<file path="src/rtl/pattern_seq_ctrl.sv">
// Pattern sequencer controller: writable table, stepped over len+1 entries
// for rpt+1 passes, each word offered on a valid/ready handshake.
// Ports: clk, rst (async, active high)
//        cfg_we/cfg_addr/cfg_data : table write, honoured in IDLE only
//        len/rpt/start/abort      : sequence control, len/rpt sampled at start
//        q/q_valid/q_ready/idx    : output stream and index of word on q
//        busy (RUN or DONE), done (one-cycle completion pulse)
module pattern_seq_ctrl #(
   parameter int DW    = 4,
   parameter int DEPTH = 8,
   parameter int AW    = 3,
   parameter int RPT_W = 4
) (
   input  logic             clk,
   input  logic             rst,
   input  logic             cfg_we,
   input  logic [AW-1:0]    cfg_addr,
   input  logic [DW-1:0]    cfg_data,
   input  logic [AW-1:0]    len,
   input  logic [RPT_W-1:0] rpt,
   input  logic             start,
   input  logic             abort,
   output logic [DW-1:0]    q,
   output logic             q_valid,
   input  logic             q_ready,
   output logic [AW-1:0]    idx,
   output logic             busy,
   output logic             done
);

   typedef enum logic [1:0] {S_IDLE, S_RUN, S_DONE} state_t;

   state_t           state_q, state_d;
   logic [DW-1:0]    tbl_q [DEPTH];
   logic [DW-1:0]    word_q, word_d;
   logic             valid_q, valid_d;
   logic [AW-1:0]    idx_q, idx_d, idx_nxt;
   logic [AW-1:0]    len_q, len_d;
   logic [RPT_W-1:0] pass_q, pass_d;
   logic [RPT_W-1:0] rpt_q, rpt_d;
   logic             tbl_we;

   function automatic logic [DW-1:0] tbl_init(input int i);
      case (i)
         1:       return DW'(4'b0001);
         2:       return DW'(4'b0011);
         3:       return DW'(4'b0111);
         4:       return DW'(4'b1001);
         5:       return DW'(4'b1101);
         default: return '0;
      endcase
   endfunction

   // Table is frozen while a sequence is in flight.
   assign tbl_we = cfg_we && (state_q == S_IDLE);

   always_ff @(posedge clk or posedge rst) begin
      if (rst) begin
         for (int i = 0; i < DEPTH; i++) tbl_q[i] <= tbl_init(i);
      end else if (tbl_we) begin
         tbl_q[cfg_addr] <= cfg_data;
      end
   end

   always_ff @(posedge clk or posedge rst) begin
      if (rst) begin
         state_q <= S_IDLE;
         word_q  <= '0;
         valid_q <= 1'b0;
         idx_q   <= '0;
         len_q   <= '0;
         pass_q  <= '0;
         rpt_q   <= '0;
      end else begin
         state_q <= state_d;
         word_q  <= word_d;
         valid_q <= valid_d;
         idx_q   <= idx_d;
         len_q   <= len_d;
         pass_q  <= pass_d;
         rpt_q   <= rpt_d;
      end
   end

   assign idx_nxt = idx_q + AW'(1);

   always_comb begin
      state_d = state_q;
      word_d  = word_q;
      valid_d = valid_q;
      idx_d   = idx_q;
      len_d   = len_q;
      pass_d  = pass_q;
      rpt_d   = rpt_q;
      unique case (state_q)
         S_IDLE: begin
            if (start && !abort) begin
               len_d   = len;
               rpt_d   = rpt;
               idx_d   = '0;
               pass_d  = '0;
               word_d  = tbl_q[0];
               valid_d = 1'b1;
               state_d = S_RUN;
            end
         end
         S_RUN: begin
            if (abort) begin
               valid_d = 1'b0;
               idx_d   = '0;
               state_d = S_IDLE;
            end else if (valid_q && q_ready) begin
               if (idx_q != len_q) begin
                  idx_d  = idx_nxt;
                  word_d = tbl_q[idx_nxt];
               end else if (pass_q != rpt_q) begin
                  // Wrap to the next pass without a bubble.
                  idx_d  = '0;
                  pass_d = pass_q + RPT_W'(1);
                  word_d = tbl_q[0];
               end else begin
                  valid_d = 1'b0;
                  state_d = S_DONE;
               end
            end
         end
         S_DONE: begin
            valid_d = 1'b0;
            state_d = S_IDLE;
            if (abort) idx_d = '0;
         end
         default: begin
            valid_d = 1'b0;
            state_d = S_IDLE;
         end
      endcase
   end

   assign q       = word_q;
   assign q_valid = valid_q;
   assign idx     = idx_q;
   assign busy    = (state_q != S_IDLE);
   // An abort arriving during DONE cancels the completion pulse.
   assign done    = (state_q == S_DONE) && !abort;

endmodule
</file>
<file path="config.mk">
export PLATFORM = sky130hd
export DESIGN_NAME = pattern_seq_ctrl
export DESIGN_NICKNAME = d
export VERILOG_FILES = /design/src/rtl/pattern_seq_ctrl.sv
export SDC_FILE = /design/constraint.sdc
export NUM_CORES = 1
export LEC_CHECK = 0
export BUFFER_PORTS_ARGS = -buffer_cell sky130_fd_sc_hd__buf_2
export CAP_MARGIN = 10
export CORE_MARGIN = 2
export CORE_UTILIZATION = 25
export DETAILED_ROUTE_END_ITERATION = 10
export PLACE_DENSITY = 0.4
export SYNTH_ARGS = -nofsm -noshare
export SYNTH_HDL_FRONTEND = slang
export SYNTH_SLANG_ARGS = --single-unit
</file>
<file path="constraint.sdc">
create_clock -name clk -period 2.75 [get_ports clk]
set_input_delay 0.1375 -clock clk [delete_from_list [all_inputs] [get_ports clk]]
set_output_delay 0.1375 -clock clk [all_outputs]
set_load 0.02 [all_outputs]
</file>
### Yosys cells after proc, flatten, opt, wreduce, memory -nomap -nowiden

Cells that the tools add are included.

| storage, ports and cells | value |
|---|---|
| bits in registers | 53 |
| bits of input ports | 20 |
| output and inout bits | 10 |

| cells by class | value |
|---|---|
| add/sub/neg operators | 2 |
| $lt $le $gt $ge | 3 |
| equal/unequal tests | 15 |
| mux-type cells | 37 |
| bitwise gates (word level) | 2 |
| reduce and logical (&&, ||, !) cells | 15 |

Operators with widths:

| kind | number |
|---|---|
| 4-bit two-way mux | 13 |
| 32-bit bitwise mux | 1 |
| 3-bit two-way mux | 6 |
| 4-bit one-hot mux with 2 select lines | 2 |
| 4-bit binary-select mux with 3-bit select | 1 |
| 4-bit demux with 3-bit select | 1 |
| 3-bit != test, second input constant | 4 |
| 2-bit two-way mux | 5 |
| 2-bit != test, second input constant | 5 |
| 5-bit AND reduction | 2 |
| 3-bit one-hot mux with 3 select lines | 1 |
| 4-bit greater-or-equal comparator, second input constant | 2 |
| 3-bit NOT with 4-bit output | 2 |
| 6-bit AND reduction | 1 |
| 1-bit logical AND | 5 |
| 1-bit two-way mux | 5 |
| 4-bit by 1-bit adder with 4-bit output, second input constant | 1 |
| 4-bit by 1-bit < comparator with 1-bit output, second input constant | 1 |
| 4-bit != test | 1 |
| 4-bit != test, second input constant | 1 |
| 2-bit one-hot mux with 2 select lines | 1 |
| 4-bit AND reduction | 1 |
| 2-bit nonzero test | 2 |
| 3-bit by 1-bit adder with 3-bit output, second input constant | 1 |
| 9 further kinds | 9 |

### Longest topological paths before layout

| depth | value |
|---|---|
| depth in word-level cells | 9 |
| depth in mapped cells | 6 |
| gate-level depth less buffers | 6 |

### Worst setup path after synthesis

No wires, ideal clock.

| timing path | value |
|---|---|
| kind | register to register |
| start point | register idx_q[1], in the netlist idx[1] |
| end point | register word_q[0], in the netlist q[0] |
| data arrival time | 2095 ps |
| setup slack | 506 ps |
| cell stages (with the launch flop) | 7 |
| path buffers | 0 |
| cell sequence | dfrtp_1 ha_1 xor2_2 mux4_1 mux2_2 mux2i_1 o21ai_1 |

| between the ends | value |
|---|---|
| cells in the longest elaborated chain, start to end | 9 |
| elaborated cells on any way between the ends | 12 |

RTL lines:

| element | line | RTL |
|---|---|---|
| from (decl) | 37 | `logic [AW-1:0] idx_q, idx_d, idx_nxt;` |
| from (signal assigned) | 78 | `idx_q <= idx_d;` |
| 3-bit by 1-bit adder with 3-bit output | 85 | `assign idx_nxt = idx_q + AW'(1);` |
| 3-bit NOT with 4-bit output (not written as such) | 115 | `word_d = tbl_q[idx_nxt];` |
| 4-bit binary-select mux with 3-bit select | 115 |  |
| 4-bit two-way mux (not written as such) (2 in a row) | 115 |  |
| 4-bit two-way mux | 113 | `if (idx_q != len_q) begin` |
| 4-bit two-way mux | 112 | `end else if (valid_q && q_ready) begin` |
| 4-bit two-way mux | 108 | `if (abort) begin` |
| 4-bit one-hot mux with 2 select lines | 95 | `unique case (state_q)` |
| to (signal assigned) | 76 | `word_q <= word_d;` |
| to (decl) | 35 | `logic [DW-1:0] word_q, word_d;` |

Parallel ways exist; a longest one is shown, timed or not. The select of a mux whose other input is x is not followed.
A chain may end at the register's enable or synchronous reset.

### Final worst setup path

Same ends and word-level chain as after synthesis.

==> impl_metrics.prom <==
# TYPE chip_impl_metric gauge
chip_impl_metric{name="gp_congestion",unit=""} 0.6678
chip_impl_metric{name="power-per-cell-area",unit="nW/um^2"} 737.0
chip_impl_metric{name="grt_pass1_wl",unit="um"} 9121
chip_impl_metric{name="static-leakage-power",unit="nW"} 1.328
chip_impl_metric{name="detail_route.wirelength.met1",unit="um"} 2641
chip_impl_info{name="tritoncts",value="yes"} 1
chip_impl_metric{name="number_of_clock_buffers_inserted_by_tritoncts",unit=""} 5
chip_impl_info{name="prevailing_post_synth_register_cell",value="sky130_fd_sc_hd__dfrtp_1"} 1
chip_impl_info{name="hold_class",value="input port to flip-flop"} 1
chip_impl_metric{name="cts_max_path_buffers",unit=""} 2
chip_impl_metric{name="netlist_area",unit="um^2"} 2561
chip_impl_metric{name="cellInternalPower",unit="mW"} 1.591
chip_impl_metric{name="die_height",unit="um"} 105.2
chip_impl_metric{name="power_switching",unit="uW"} 645.4
chip_impl_info{name="critical_path.startpoint_type",value="flip-flop"} 1
chip_impl_metric{name="floorplan.io_pins",unit=""} 30
chip_impl_metric{name="layout_cells_sized_above_1",unit="%"} 44.02
chip_impl_metric{name="antenna_found_initial",unit=""} 0
chip_impl_metric{name="first_iter_violations",unit=""} 44
chip_impl_metric{name="seq_area_frac_synth",unit="%"} 51.34
chip_impl_info{name="route.top_layer_used",value="met4"} 1
chip_impl_metric{name="yosys.area.top_type_share",unit="%"} 40.06
chip_impl_metric{name="via_count",unit=""} 1622
chip_impl_metric{name="avgViaCountPerCell",unit=""} 4.420
chip_impl_metric{name="wl_per_cell",unit="um"} 14.90
chip_impl_metric{name="hold_viol",unit=""} 0
chip_impl_metric{name="die_w",unit="um"} 105.2
chip_impl_metric{name="clock_slew_at_the_register_clock_pins_of_the_worst_setup_and_hold_paths",unit="ps"} 100
chip_impl_metric{name="ys_seq_elements",unit=""} 52
chip_impl_metric{name="detail_route.wirelength",unit="um"} 5470
chip_impl_metric{name="fillers",unit=""} 1025
chip_impl_metric{name="design.die.area",unit="um^2"} 11070
chip_impl_info{name="timing.critical_path.to_type",value="flip-flop"} 1
chip_impl_info{name="post-synth-top-count-cell",value="sky130_fd_sc_hd__mux2_2"} 1
chip_impl_metric{name="p_total",unit="mW"} 2.236
chip_impl_metric{name="final_max_slew_viols",unit=""} 0
chip_impl_metric{name="grt_max_degree",unit=""} 30
chip_impl_metric{name="endpoint_required_time_on_the_critical_path",unit="ps"} 2950
chip_impl_metric{name="dp.final_hpwl",unit="um"} 4171
chip_impl_metric{name="cts_resized",unit=""} 0
chip_impl_metric{name="final.setup_skew",unit="ps"} 5.056
chip_impl_metric{name="synth_nets",unit=""} 215
chip_impl_info{name="run_status",value="complete, no violations"} 1
chip_impl_metric{name="post-route-period-util",unit="%"} 78.26
chip_impl_metric{name="async_reset_ff_share",unit="%"} 100.0
chip_impl_metric{name="tightest_slew",unit="ps"} 663.1
chip_impl_metric{name="post-cts-setup-buffer-count",unit=""} 0
chip_impl_metric{name="synth-warning-count",unit=""} 0
chip_impl_metric{name="globalRouteTotalUtil",unit="%"} 10.38
chip_impl_metric{name="n_antenna_cell",unit=""} 0
chip_impl_metric{name="pwr-share-seq",unit="%"} 49.9
chip_impl_info{name="buffer_type_at_the_clock_tree_root",value="sky130_fd_sc_hd__clkbuf_8"} 1
chip_impl_metric{name="timing.critical_path.fanout_max",unit=""} 8
chip_impl_metric{name="clock-sinks",unit=""} 52
chip_impl_info{name="ys_top_cells_by_count",value="sky130_fd_sc_hd__mux2_2 (43), sky130_fd_sc_hd__dfrtp_1 (41), sky130_fd_sc_hd__nand2_1 (18)"} 1
chip_impl_metric{name="post_synth_num_cell_types",unit=""} 35
chip_impl_metric{name="h-tree-depth",unit=""} 2
chip_impl_metric{name="firstDrtPassIters",unit=""} 4
chip_impl_metric{name="timing.critical_path.slowest_cell_delay",unit="ps"} 550
chip_impl_metric{name="finalWorstPathRequiredPeriod",unit="ps"} 2152
chip_impl_metric{name="switching_part_of_the_total_power",unit="%"} 28.86
chip_impl_info{name="synth_area_leader_cell",value="sky130_fd_sc_hd__dfrtp_1"} 1
chip_impl_metric{name="routed-wl-met2",unit="um"} 2598
chip_impl_metric{name="peakVddDrop",unit="V"} 0.0002381
chip_impl_metric{name="max-cap-violations",unit=""} 0
chip_impl_metric{name="timing.final.setup_violations",unit=""} 0
chip_impl_metric{name="post_synth.cell_area_avg",unit="um^2"} 13.27
chip_impl_metric{name="post-route-util",unit="%"} 30.76
chip_impl_info{name="grt_setup_unrepaired",value="false"} 1
chip_impl_info{name="criticalPathCategory",value="flip-flop to flip-flop"} 1
chip_impl_metric{name="cp_data_arrival_time",unit="ps"} 2350
chip_impl_info{name="ranking_of_synthesized_cells_by_area",value="sky130_fd_sc_hd__dfrtp_1 (40%), sky130_fd_sc_hd__mux2_2 (19%), sky130_fd_sc_hd__dfstp_2 (11%), sky130_fd_sc_hd__mux4_1 (8.2%), sky130_fd_sc_hd__nand2_1 (2.6%)"} 1
chip_impl_metric{name="final.setup.tns",unit="ps"} 0
chip_impl_metric{name="combinational_share_of_power",unit="%"} 26.2
chip_impl_metric{name="antenna_violating_nets_left",unit=""} 0
chip_impl_info{name="crit_chain",value="ha_1 -> xor2_2 -> buf_4 -> mux4_1 -> mux2_2 -> mux2i_1 -> o21ai_1"} 1
chip_impl_metric{name="synth_cells",unit=""} 193
chip_impl_metric{name="finalNetCount",unit=""} 255
chip_impl_metric{name="first_global_vias",unit=""} 1689
chip_impl_metric{name="clkLatencyLatePin",unit="ps"} 310
chip_impl_metric{name="rows",unit=""} 36
chip_impl_metric{name="areaGrowthSynthToFinish",unit="%"} 18.47
chip_impl_info{name="worst_path_max_delay_cell",value="sky130_fd_sc_hd__mux4_1"} 1
chip_impl_metric{name="maxClockFrequency",unit="GHz"} 0.4647
chip_impl_metric{name="drc",unit=""} 0
chip_impl_metric{name="clockPowerShare",unit="%"} 23.9
chip_impl_metric{name="floorplan.initialDensity",unit="%"} 25.96
chip_impl_metric{name="synth_edf_count",unit=""} 0
chip_impl_metric{name="slew_headroom",unit="%"} 55.73
chip_impl_metric{name="routed-wl-met3",unit="um"} 182
chip_impl_metric{name="buffers_on_ports",unit=""} 29
chip_impl_metric{name="coreArea",unit="um^2"} 9864
chip_impl_metric{name="globalRoute.totalOverflow",unit=""} 0
[through the flow]
step / worst slack (ps) / hold WS [ps] / cells / instance area (um^2)
after floorplan: 505.7 / 209.5 / 193 / 2561
after global placement: 628.3 / 302.3 / 358 / 2913
after detailed placement: 596.7 / 293.2 / 358 / 2913
after CTS: 564.2 / 44.97 / 367 / 3034
after global routing: 466.4 / 48.67 / 367 / 3034
final: 597.9 / 52.99 / 367 / 3034
[what timing repair did]
action	CTS	global route
setup endpoints to repair	0	0
hold buffers	1	0
hold endpoints to repair	24	0
[flip-flops by register name, summed over array words and instances (netlist names)]
signal,flops
idx,3
len_q,3
pass_q,4
q,4
rpt_q,4
state_q,2
tbl_q,32
[area by class of cell]
cell class	count	area (um^2)	share of cell area [%]
Tap cell	133	166.4	5.485
Sequential cell	52	1315	43.34
Clock inverter	3	42.54	1.402
Inverter	4	15.01	0.4948
Multi-Input combinational cell	133	1219	40.16
Timing Repair Buffer	37	207.7	6.845
Clock buffer	5	68.82	2.268
[cell usage in the layout (no fill, tap or decap), drive strengths merged, types with 2 or more instances in the layout]
cell type,Yosys,layout
and3,4,4
ha,2,2
dfrtp,41,41
nand3,3,3
or4,2,2
or3,2,2
mux2i,6,6
o31ai,3,3
nand2,18,18
o21ai,7,7
mux2,43,43
dfstp,11,11
nor2,7,7
inv,4,4
nor2b,3,3
mux4,8,8
nor3,2,2
buf,1,36
a21oi,4,4
clkbuf,3,5
xnor2,7,7
[worst paths after layout]
kind	startpoint	end	cells after the start	slack [ps]
setup / recovery	idx[1]	q[0]	7	600
hold / removal	len[1]	len_q[1]	2	50
setup reg to reg	idx[1]	q[0]	7	600
hold reg to reg	q[3]	q[3]	2	490
max in group asynchronous	rst	tbl_q[24]	4	1560
min in group asynchronous	rst	q[3]	3	470
[worst max-delay path: cells and delay by family, from the launching register on]
kind	cells	cell delay (ps)
flip-flops	1	420
XOR/XNOR	1	140
multiplexers	3	960
AO/OA/AOI/OAI	1	70
adder cells (fa/ha/maj)	1	250
buffers and inverters	1	200
[metal layers]
layer / track usage (%) / vias to the layer above
met3: 2.350 / 5
li1: - / 791
met4: 2.571 / 0
met2: 17.28 / 27
met5: 0 / -
met1: 13.63 / 799
[power by group through the flow]
| stage | Combinational (mW) | Sequential, mW | Clock (mW) |
|---|---|---|---|
| 2_1_floorplan | 0.417 | 1.13 | 0 |
| 3_3_place_gp | 0.591 | 1.13 | 0 |
| 3_5_place_dp | 0.596 | 1.14 | 0 |
| 4_1_cts | 0.599 | 1.12 | 0.558 |
| 5_1_grt | 0.648 | 1.15 | 0.595 |
| 6_report | 0.587 | 1.12 | 0.534 |
[cells by family (layout without fill, tap and decap cells)]
group           after synthesis  count (layout)  synth area share (%)
mux                          57              57                 29.46
xor+xnor                      8               8                 3.029
simple gates                 48              48                 9.722
flops                        52              52                 51.34
compound gates               18              18                 4.153
buf+inv                       8              49                 1.319
fa+ha+maj                     2               2                0.9769
Power figures use the tool's default switching activity.
